==> src/rtl/sub_rr_arb_if.sv <==
// Stream bundle between the two producers, the arbiter and the shared sub2 datapath.
interface sub_rr_arb_if #(
  parameter int unsigned DW = 8
);
  logic          i_sig_valid0;
  logic [DW-1:0] i_sig_data0;
  logic          o_sig_ready0;
  logic          i_sig_valid1;
  logic [DW-1:0] i_sig_data1;
  logic          o_sig_ready1;
  logic          o_sig_valid;
  logic [DW-1:0] o_sig_data;
  logic          o_sig_src;
  logic          i_sig_ready;

  // Arbiter side
  modport slave (
    input  i_sig_valid0, i_sig_data0, i_sig_valid1, i_sig_data1, i_sig_ready,
    output o_sig_ready0, o_sig_ready1, o_sig_valid, o_sig_data, o_sig_src
  );

  // Producer/consumer side
  modport master (
    output i_sig_valid0, i_sig_data0, i_sig_valid1, i_sig_data1, i_sig_ready,
    input  o_sig_ready0, o_sig_ready1, o_sig_valid, o_sig_data, o_sig_src
  );
endinterface

==> src/rtl/sub_rr_arb.sv <==
// Two-requester round-robin arbiter with per-requester 2-entry FIFOs,
// burst-limited grant FSM and a single registered, source-tagged output stage.
module sub_rr_arb #(
  parameter int unsigned DW        = 8,
  parameter int unsigned MAX_BURST = 4
) (
  input  logic            i_clk,
  input  logic            i_rst,
  sub_rr_arb_if.slave     bus,
  input  logic            i_cfg_en,
  output logic            o_busy
);

  localparam int unsigned BCW = 4;
  localparam logic [BCW-1:0] BURST_LIM = BCW'(MAX_BURST);
  localparam logic [BCW-1:0] BURST_SAT = {BCW{1'b1}};

  typedef enum logic [1:0] {ST_IDLE, ST_G0, ST_G1} state_t;

  // FIFO state, indexed by requester
  logic [DW-1:0] mem_q [2][2];
  logic          wp_q  [2];
  logic          rp_q  [2];
  logic [1:0]    cnt_q [2];
  logic [1:0]    cnt_d [2];

  // Output stage and grant FSM registers
  logic          valid_q;
  logic          src_q;
  logic [DW-1:0] data_q;
  logic          busy_q;
  state_t        state_q;
  logic [BCW-1:0] burst_q;
  logic          last_q;

  logic [DW-1:0] in_data [2];
  logic [1:0]    in_valid;
  logic [1:0]    ne;
  logic [1:0]    full;
  logic [1:0]    wr;
  logic [1:0]    pop;
  logic          sel;
  logic          owner;
  logic          load;
  logic          valid_d;
  logic [DW-1:0] head_sel;

  // FIFO status, write enables and next occupancy
  always_comb begin
    in_valid   = {bus.i_sig_valid1, bus.i_sig_valid0};
    in_data[0] = bus.i_sig_data0;
    in_data[1] = bus.i_sig_data1;
    for (int i = 0; i < 2; i++) begin
      ne[i]    = (cnt_q[i] != 2'd0);
      full[i]  = (cnt_q[i] == 2'd2);
      wr[i]    = in_valid[i] & ~full[i];
      cnt_d[i] = cnt_q[i] + {1'b0, wr[i]} - {1'b0, pop[i]};
    end
  end

  // Grant selection: keep the owner until its burst limit, switch early if it runs dry
  always_comb begin
    sel   = 1'b0;
    owner = (state_q == ST_G1);
    case (state_q)
      ST_G0:   sel = (ne[0] && ((burst_q < BURST_LIM) || !ne[1])) ? 1'b0 : 1'b1;
      ST_G1:   sel = (ne[1] && ((burst_q < BURST_LIM) || !ne[0])) ? 1'b1 : 1'b0;
      default: sel = (ne[0] && ne[1]) ? ~last_q : ~ne[0];
    endcase
  end

  // Output-stage load and FIFO pop
  always_comb begin
    load     = i_cfg_en & (~valid_q | bus.i_sig_ready) & (|ne);
    pop      = 2'b00;
    pop[sel] = load;
    head_sel = mem_q[sel][rp_q[sel]];
    valid_d  = load | (valid_q & ~bus.i_sig_ready);
  end

  // Per-requester 2-entry FIFOs
  always_ff @(posedge i_clk or posedge i_rst) begin
    if (i_rst) begin
      for (int i = 0; i < 2; i++) begin
        mem_q[i][0] <= '0;
        mem_q[i][1] <= '0;
        wp_q[i]     <= 1'b0;
        rp_q[i]     <= 1'b0;
        cnt_q[i]    <= 2'd0;
      end
    end else begin
      for (int i = 0; i < 2; i++) begin
        if (wr[i]) begin
          mem_q[i][wp_q[i]] <= in_data[i];
          wp_q[i]           <= ~wp_q[i];
        end
        if (pop[i]) begin
          rp_q[i] <= ~rp_q[i];
        end
        cnt_q[i] <= cnt_d[i];
      end
    end
  end

  // Registered output stage: load from the granted FIFO, hold while stalled
  always_ff @(posedge i_clk or posedge i_rst) begin
    if (i_rst) begin
      valid_q <= 1'b0;
      src_q   <= 1'b0;
      data_q  <= '0;
      busy_q  <= 1'b0;
    end else begin
      if (load) begin
        data_q <= head_sel;
        src_q  <= sel;
      end
      valid_q <= valid_d;
      busy_q  <= (cnt_d[0] != 2'd0) | (cnt_d[1] != 2'd0) | valid_d;
    end
  end

  // Grant FSM: owner state, burst count and last-granted index
  always_ff @(posedge i_clk or posedge i_rst) begin
    if (i_rst) begin
      state_q <= ST_IDLE;
      burst_q <= '0;
      last_q  <= 1'b1;
    end else if (load) begin
      if (state_q == ST_IDLE) begin
        state_q <= sel ? ST_G1 : ST_G0;
        burst_q <= BCW'(1);
      end else if (sel != owner) begin
        state_q <= sel ? ST_G1 : ST_G0;
        burst_q <= BCW'(1);
        last_q  <= owner;
      end else if (burst_q != BURST_SAT) begin
        burst_q <= burst_q + BCW'(1);
      end
    end else if ((ne == 2'b00) && (state_q != ST_IDLE)) begin
      state_q <= ST_IDLE;
      last_q  <= owner;
    end
  end

  // Readiness comes only from FIFO occupancy; forced low during reset
  assign bus.o_sig_ready0 = ~full[0] & ~i_rst;
  assign bus.o_sig_ready1 = ~full[1] & ~i_rst;
  assign bus.o_sig_valid  = valid_q;
  assign bus.o_sig_data   = data_q;
  assign bus.o_sig_src    = src_q;
  assign o_busy           = busy_q;

endmodule

==> src/flat_wrapper.sv <==
// flat-port wrapper written by rule: the top's interface ports become plain ports
module sub_rr_arb_flat 
#(
  parameter int unsigned DW        = 8,
  parameter int unsigned MAX_BURST = 4
)
  (i_clk, i_rst, i_cfg_en, o_busy, bus_i_sig_valid0, bus_i_sig_data0, bus_i_sig_valid1, bus_i_sig_data1, bus_i_sig_ready, bus_o_sig_ready0, bus_o_sig_ready1, bus_o_sig_valid, bus_o_sig_data, bus_o_sig_src);
  sub_rr_arb_if #(.DW(DW)) bus_i ();
  input  logic i_clk;
  input  logic i_rst;
  input  logic i_cfg_en;
  output logic o_busy;
  input wire logic [$bits(bus_i.i_sig_valid0)-1:0] bus_i_sig_valid0;
  input wire logic [$bits(bus_i.i_sig_data0)-1:0] bus_i_sig_data0;
  input wire logic [$bits(bus_i.i_sig_valid1)-1:0] bus_i_sig_valid1;
  input wire logic [$bits(bus_i.i_sig_data1)-1:0] bus_i_sig_data1;
  input wire logic [$bits(bus_i.i_sig_ready)-1:0] bus_i_sig_ready;
  output wire logic [$bits(bus_i.o_sig_ready0)-1:0] bus_o_sig_ready0;
  output wire logic [$bits(bus_i.o_sig_ready1)-1:0] bus_o_sig_ready1;
  output wire logic [$bits(bus_i.o_sig_valid)-1:0] bus_o_sig_valid;
  output wire logic [$bits(bus_i.o_sig_data)-1:0] bus_o_sig_data;
  output wire logic [$bits(bus_i.o_sig_src)-1:0] bus_o_sig_src;
  assign bus_i.i_sig_valid0 = bus_i_sig_valid0;
  assign bus_i.i_sig_data0 = bus_i_sig_data0;
  assign bus_i.i_sig_valid1 = bus_i_sig_valid1;
  assign bus_i.i_sig_data1 = bus_i_sig_data1;
  assign bus_i.i_sig_ready = bus_i_sig_ready;
  assign bus_o_sig_ready0 = bus_i.o_sig_ready0;
  assign bus_o_sig_ready1 = bus_i.o_sig_ready1;
  assign bus_o_sig_valid = bus_i.o_sig_valid;
  assign bus_o_sig_data = bus_i.o_sig_data;
  assign bus_o_sig_src = bus_i.o_sig_src;
  sub_rr_arb #(.DW(DW), .MAX_BURST(MAX_BURST)) u_core (.i_clk(i_clk), .i_rst(i_rst), .bus(bus_i), .i_cfg_en(i_cfg_en), .o_busy(o_busy));
endmodule
==> config.mk <==
export PLATFORM = sky130hd
export DESIGN_NAME = sub_rr_arb_flat
export DESIGN_NICKNAME = d
export VERILOG_FILES = /design/src/rtl/sub_rr_arb_if.sv /design/src/rtl/sub_rr_arb.sv /design/src/flat_wrapper.sv
export SDC_FILE = /design/constraint.sdc
export NUM_CORES = 1
export LEC_CHECK = 0
export ABC_AREA = 1
export ABC_CLOCK_PERIOD_IN_PS = 2750
export BUFFER_PORTS_ARGS = -buffer_cell sky130_fd_sc_hd__buf_2
export CAP_MARGIN = 20
export CELL_PAD_IN_SITES_DETAIL_PLACEMENT = 1
export CELL_PAD_IN_SITES_GLOBAL_PLACEMENT = 1
export CORE_ASPECT_RATIO = 1.1
export CORE_MARGIN = 2
export CORE_UTILIZATION = 43
export CTS_CLUSTER_SIZE = 30
export DETAILED_ROUTE_END_ITERATION = 12
export PLACE_DENSITY = 0.79
export SLEW_MARGIN = 15
export SYNTH_ARGS = -nofsm -noshare
export SYNTH_HDL_FRONTEND = slang
export SYNTH_SLANG_ARGS = --single-unit
==> constraint.sdc <==
create_clock -name i_clk -period 2.75 [get_ports i_clk]
set_input_delay 0.55 -clock i_clk [delete_from_list [all_inputs] [get_ports i_clk]]
set_output_delay 0.55 -clock i_clk [all_outputs]
set_load 0.02 [all_outputs]
==> metrics.md <==
| Metric | Value |
|---|---|
| Portion of the clock cycle consumed by the worst path in the final layout | `93.2%` |
| Die footprint | `0.00760 mm^2` |
| Estimated wirelength of the detail-placed design | `5000 um` |
| Via-per-instance ratio | `5.01` |
| Maximum fanout count along the critical path | `6` |
| Number of flops mapped to enable cells by yosys | `0` |
| Number of buffers on the longest clock path | `2` |
| Share of synthesized area occupied by flip-flops and latches | `48.8%` |
| Element type at the critical path end | `register` |
| Setup repair after global routing missed its margin | `no` |
| Gate count of the mapped netlist | `365` |
| Worst-case headroom to the max-slew limit | `59.0%` |
| Main flop type after synthesis | `sky130_fd_sc_hd__dfrtp_1` |
| Number of antenna violations at the first check in global routing | `0` |
| Clock transition at path regs | `0.07 ns` |
| Met3 track utilization from global routing | `4.09%` |
| Share of flip-flops with an asynchronous set or reset after synthesis | `100%` |
| Share of cells above drive strength 1 | `21.2%` |
| Final estimated routing congestion in global placement | `0.765` |
| Syn Nets | `395` |
| Leakage Power | `1.87 nW` |
| Time the final worst path needs with I/O delays and setup | `2.56 ns` |
| Count of cell types in the netlist | `29` |
| First drt pass iteration count | `4` |
| Post-detailed-route DRC marker count | `0` |
| Initial core utilization | `44.8%` |
| Worst path slowest cell | `sky130_fd_sc_hd__dfrtp_1` |
| Pin count of the biggest net entering global routing | `33` |
| Num CTS Buffers | `9` |
| Cell family with the largest share of critical-path delay | `simple AND/OR/NAND/NOR gates` |
| Synthesized area per cell | `8.15 um^2` |
| Cell type with the largest total area after synthesis | `sky130_fd_sc_hd__dfrtp_1` |
| Top cell type's share of synthesized area | `48.0%` |
| GRT met2 Usage | `33.8%` |
| Fraction of the core area covered by cells at the end of the flow | `51.2%` |
| Commonest cells in the netlist | `sky130_fd_sc_hd__nand2_1 (145), sky130_fd_sc_hd__dfrtp_1 (57), sky130_fd_sc_hd__inv_1 (36)` |
| Antenna diodes | `0` |
| Clock tree from TritonCTS | `yes` |
| Type of the setup path with the least slack | `reg -> reg` |
| Floorplan row count | `31` |
| I/O pin total | `35` |
| Total count of hold-check failures in the final report | `0` |
| Filler cell count in the final layout | `830` |
| Vias in the first global route | `2483` |
| Clock sink total | `58` |
| Buffering stage count on the worst path with inverters included | `4` |
| Arr. time, crit path | `2.77 ns` |
| Number of failing setup endpoints in the final timing report | `0` |
| Maximum ir drop on the vdd rail | `0.908 mV` |
| Critical path's largest stage delay | `0.42 ns` |
| Cts-stage hold buffer count | `0` |
| Core region area | `0.00663 mm^2` |
| Via count | `2445` |
| Wire length of the first global-routing pass | `11700 um` |
| Y dimension of the die | `91.2 um` |
| Flip-flop and latch count after synthesis | `58` |
| Setup total negative slack | `0 ns` |
| Met1 usage in global routing | `24.1%` |
| Aggregate global routing overflow | `0` |
| Worst-Margin Slew | `0.614 ns` |
| Max_cap viols | `0` |
| Growth of design area from synthesis to finish | `14.2%` |
| Floorplan die width | `83.3 um` |
| Cell area after technology mapping | `0.00297 mm^2` |
| Power per unit of standard cell area | `1360 mW/mm^2` |
| Footprint of the multi-input gates | `0.00131 mm^2` |
| Post-DR wirelength/cell | `14.5 um` |
| Port-buffer cells | `34` |
| Clock Skew | `0.00683 ns` |
| Worst hold-check path type | `in -> async` |
| Number of H-tree levels | `3` |
| Critical path, cell by cell | `inv_2 > ha_4 > inv_2 > nor2_2 > a21oi_2 > nand2_4 > nand2_4 > nand2_2 > inv_1 > ha_1 > inv_1 > ha_1 > xnor2_2 > xnor2_1 > nor4_1 > nand3_1` |
| Area contributors post-synth | `sky130_fd_sc_hd__dfrtp_1 (48%), sky130_fd_sc_hd__nand2_1 (18%), sky130_fd_sc_hd__o21ai_0 (5.6%)` |
| Required time at the worst-slack endpoint | `2.95 ns` |
| Library cell used as clock root buffer | `sky130_fd_sc_hd__clkbuf_8` |
| DRT Wirelength | `7090 um` |
| Number of violations reported at the end of detailed-routing iteration 0 | `70` |
| Dominant cell by count in the synthesized netlist | `sky130_fd_sc_hd__nand2_1` |
| Total global-route track usage | `19.6%` |
| Insertion delay of the later-clocked pin in the worst-skew pair | `0.33 ns` |
| WHS | `0.313 ns` |
| Max-slew violation count | `0` |
| Total of warnings raised by yosys | `0` |
| Number of nets in the finished design | `431` |
| Critical path startpoint category | `register` |
| Max Fclk | `390 MHz` |
| Layer carrying the most global-route usage | `met2` |
| Remaining antenna violation count | `0` |
| Sequential standard cell area | `0.00145 mm^2` |
| Status | `finished clean` |
[metrics by stage]
stage | power, W | setup slack, ns | instance area, um^2 | instances
2_1_floorplan | 0.00337 | 0.275 | 2970 | 365
5_1_grt | 0.00505 | 0.00117 | 3400 | 488
3_3_place_gp | 0.00381 | 0.264 | 3210 | 472
3_5_place_dp | 0.00391 | 0.161 | 3210 | 472
4_1_cts | 0.00463 | 0.130 | 3370 | 488
6_report | 0.00463 | 0.186 | 3400 | 488
[path summary, 6_finish.rpt]
check | start | endpoint | slack [ns] | cells after the start
setup / recovery | u_core.state_q[0]$_DFFE_PP0P_ | u_core.o_busy$_DFF_PP0_ | 0.19 | 16
hold / removal | i_rst | u_core.bus.o_sig_valid$_DFF_PP0_ | 0.31 | 2
setup reg to reg | u_core.state_q[0]$_DFFE_PP0P_ | u_core.o_busy$_DFF_PP0_ | 0.19 | 16
hold reg to reg | u_core.bus.o_sig_data[2]$_DFFE_PP0N_ | u_core.bus.o_sig_data[2]$_DFFE_PP0N_ | 0.48 | 2
max in group asynchronous | i_rst | u_core.mem_q[23]$_DFFE_PP0P_ | 1.85 | 3
min in group i_clk | u_core.bus.o_sig_data[2]$_DFFE_PP0N_ | u_core.bus.o_sig_data[2]$_DFFE_PP0N_ | 0.48 | 2
[sequential cells by signal (all words and copies together) (netlist names)]
signal / cells
u_core.bus.o_sig_valid: 1
u_core.wp_q: 2
u_core.burst_q: 4
u_core.state_q: 2
u_core.mem_q: 32
u_core.last_q: 1
u_core.o_busy: 1
u_core.bus.o_sig_data: 8
u_core.rp_q: 2
u_core.cnt_q: 4
u_core.bus.o_sig_src: 1
[cells by family after synthesis]
kind of cell,count (synthesis),share of synthesized area (%)
AO/OA/AOI/OAI,41,8.04
buffers and inverters,54,8.12
AND/OR/NAND/NOR,196,29.3
flip-flops,58,48.8
XOR/XNOR,8,2.36
adder cells (fa/ha/maj),8,3.37
[what timing repair did]
item | in CTS | in global routing
setup buffers | 0 | 0
gates resized for setup | 0 | 8
setup endpoints to repair | 0 | 1
[power breakdown]
group          switching [W]  leakage (nW)  internal (W)  total (W)
clock network       0.000328        0.0872      0.000348   0.000676
registers           0.000262         0.717       0.00125    0.00151
logic                0.00161          1.06      0.000832    0.00244
total                0.00220          1.87       0.00243    0.00463
[per-layer routing]
metal / vias up / wire [um] / share of wire [%]
li1: 1216 / - / -
met1: 1187 / 3140 / 44
met3: 9 / 195 / 2.7
met2: 33 / 3630 / 51
met4: 0 / 130 / 1.8
met5: - / 0 / 0
[final cells by class]
class                   instances  share of cell area (%)
clock buffers                  13                    4.38
clock inverters                 3                   0.442
inverters                      40                    4.42
multi-input cells             253                    38.5
flip-flops and latches         58                    42.8
well taps                      82                    3.02
repair buffers                 39                    6.48
[worst reg2reg max path, cell delays in order (launching register included)]
cell and delay (ns):
sky130_fd_sc_hd__dfrtp_1 0.42, sky130_fd_sc_hd__inv_2 0.11, sky130_fd_sc_hd__ha_4 0.19, sky130_fd_sc_hd__inv_2 0.07, sky130_fd_sc_hd__nor2_2 0.11, sky130_fd_sc_hd__a21oi_2 0.08, sky130_fd_sc_hd__nand2_4 0.07, sky130_fd_sc_hd__nand2_4 0.07
sky130_fd_sc_hd__nand2_2 0.08, sky130_fd_sc_hd__inv_1 0.05, sky130_fd_sc_hd__ha_1 0.28, sky130_fd_sc_hd__inv_1 0.05, sky130_fd_sc_hd__ha_1 0.21, sky130_fd_sc_hd__xnor2_2 0.14, sky130_fd_sc_hd__xnor2_1 0.14, sky130_fd_sc_hd__nor4_1 0.28
sky130_fd_sc_hd__nand3_1 0.09
[layout by cell type (no fill, tap or decap), types with 2 or more instances in the layout]
cell	instances
sky130_fd_sc_hd__nand4_1	3
sky130_fd_sc_hd__o311ai_0	2
sky130_fd_sc_hd__nand2_4	3
sky130_fd_sc_hd__dfrtp_1	57
sky130_fd_sc_hd__or2_1	2
sky130_fd_sc_hd__clkinv_2	3
sky130_fd_sc_hd__o21ai_0	33
sky130_fd_sc_hd__clkbuf_8	10
sky130_fd_sc_hd__a21oi_1	2
sky130_fd_sc_hd__inv_1	33
sky130_fd_sc_hd__nand2_2	8
sky130_fd_sc_hd__ha_1	7
sky130_fd_sc_hd__clkbuf_1	3
sky130_fd_sc_hd__buf_4	4
sky130_fd_sc_hd__nor2_4	2
sky130_fd_sc_hd__nand2_1	144
sky130_fd_sc_hd__nand3_1	25
sky130_fd_sc_hd__nor2_2	2
sky130_fd_sc_hd__nand3_2	5
sky130_fd_sc_hd__xnor2_1	3
sky130_fd_sc_hd__xor2_1	4
sky130_fd_sc_hd__inv_2	7
sky130_fd_sc_hd__buf_2	34
(Power assumes the default switching activity.)
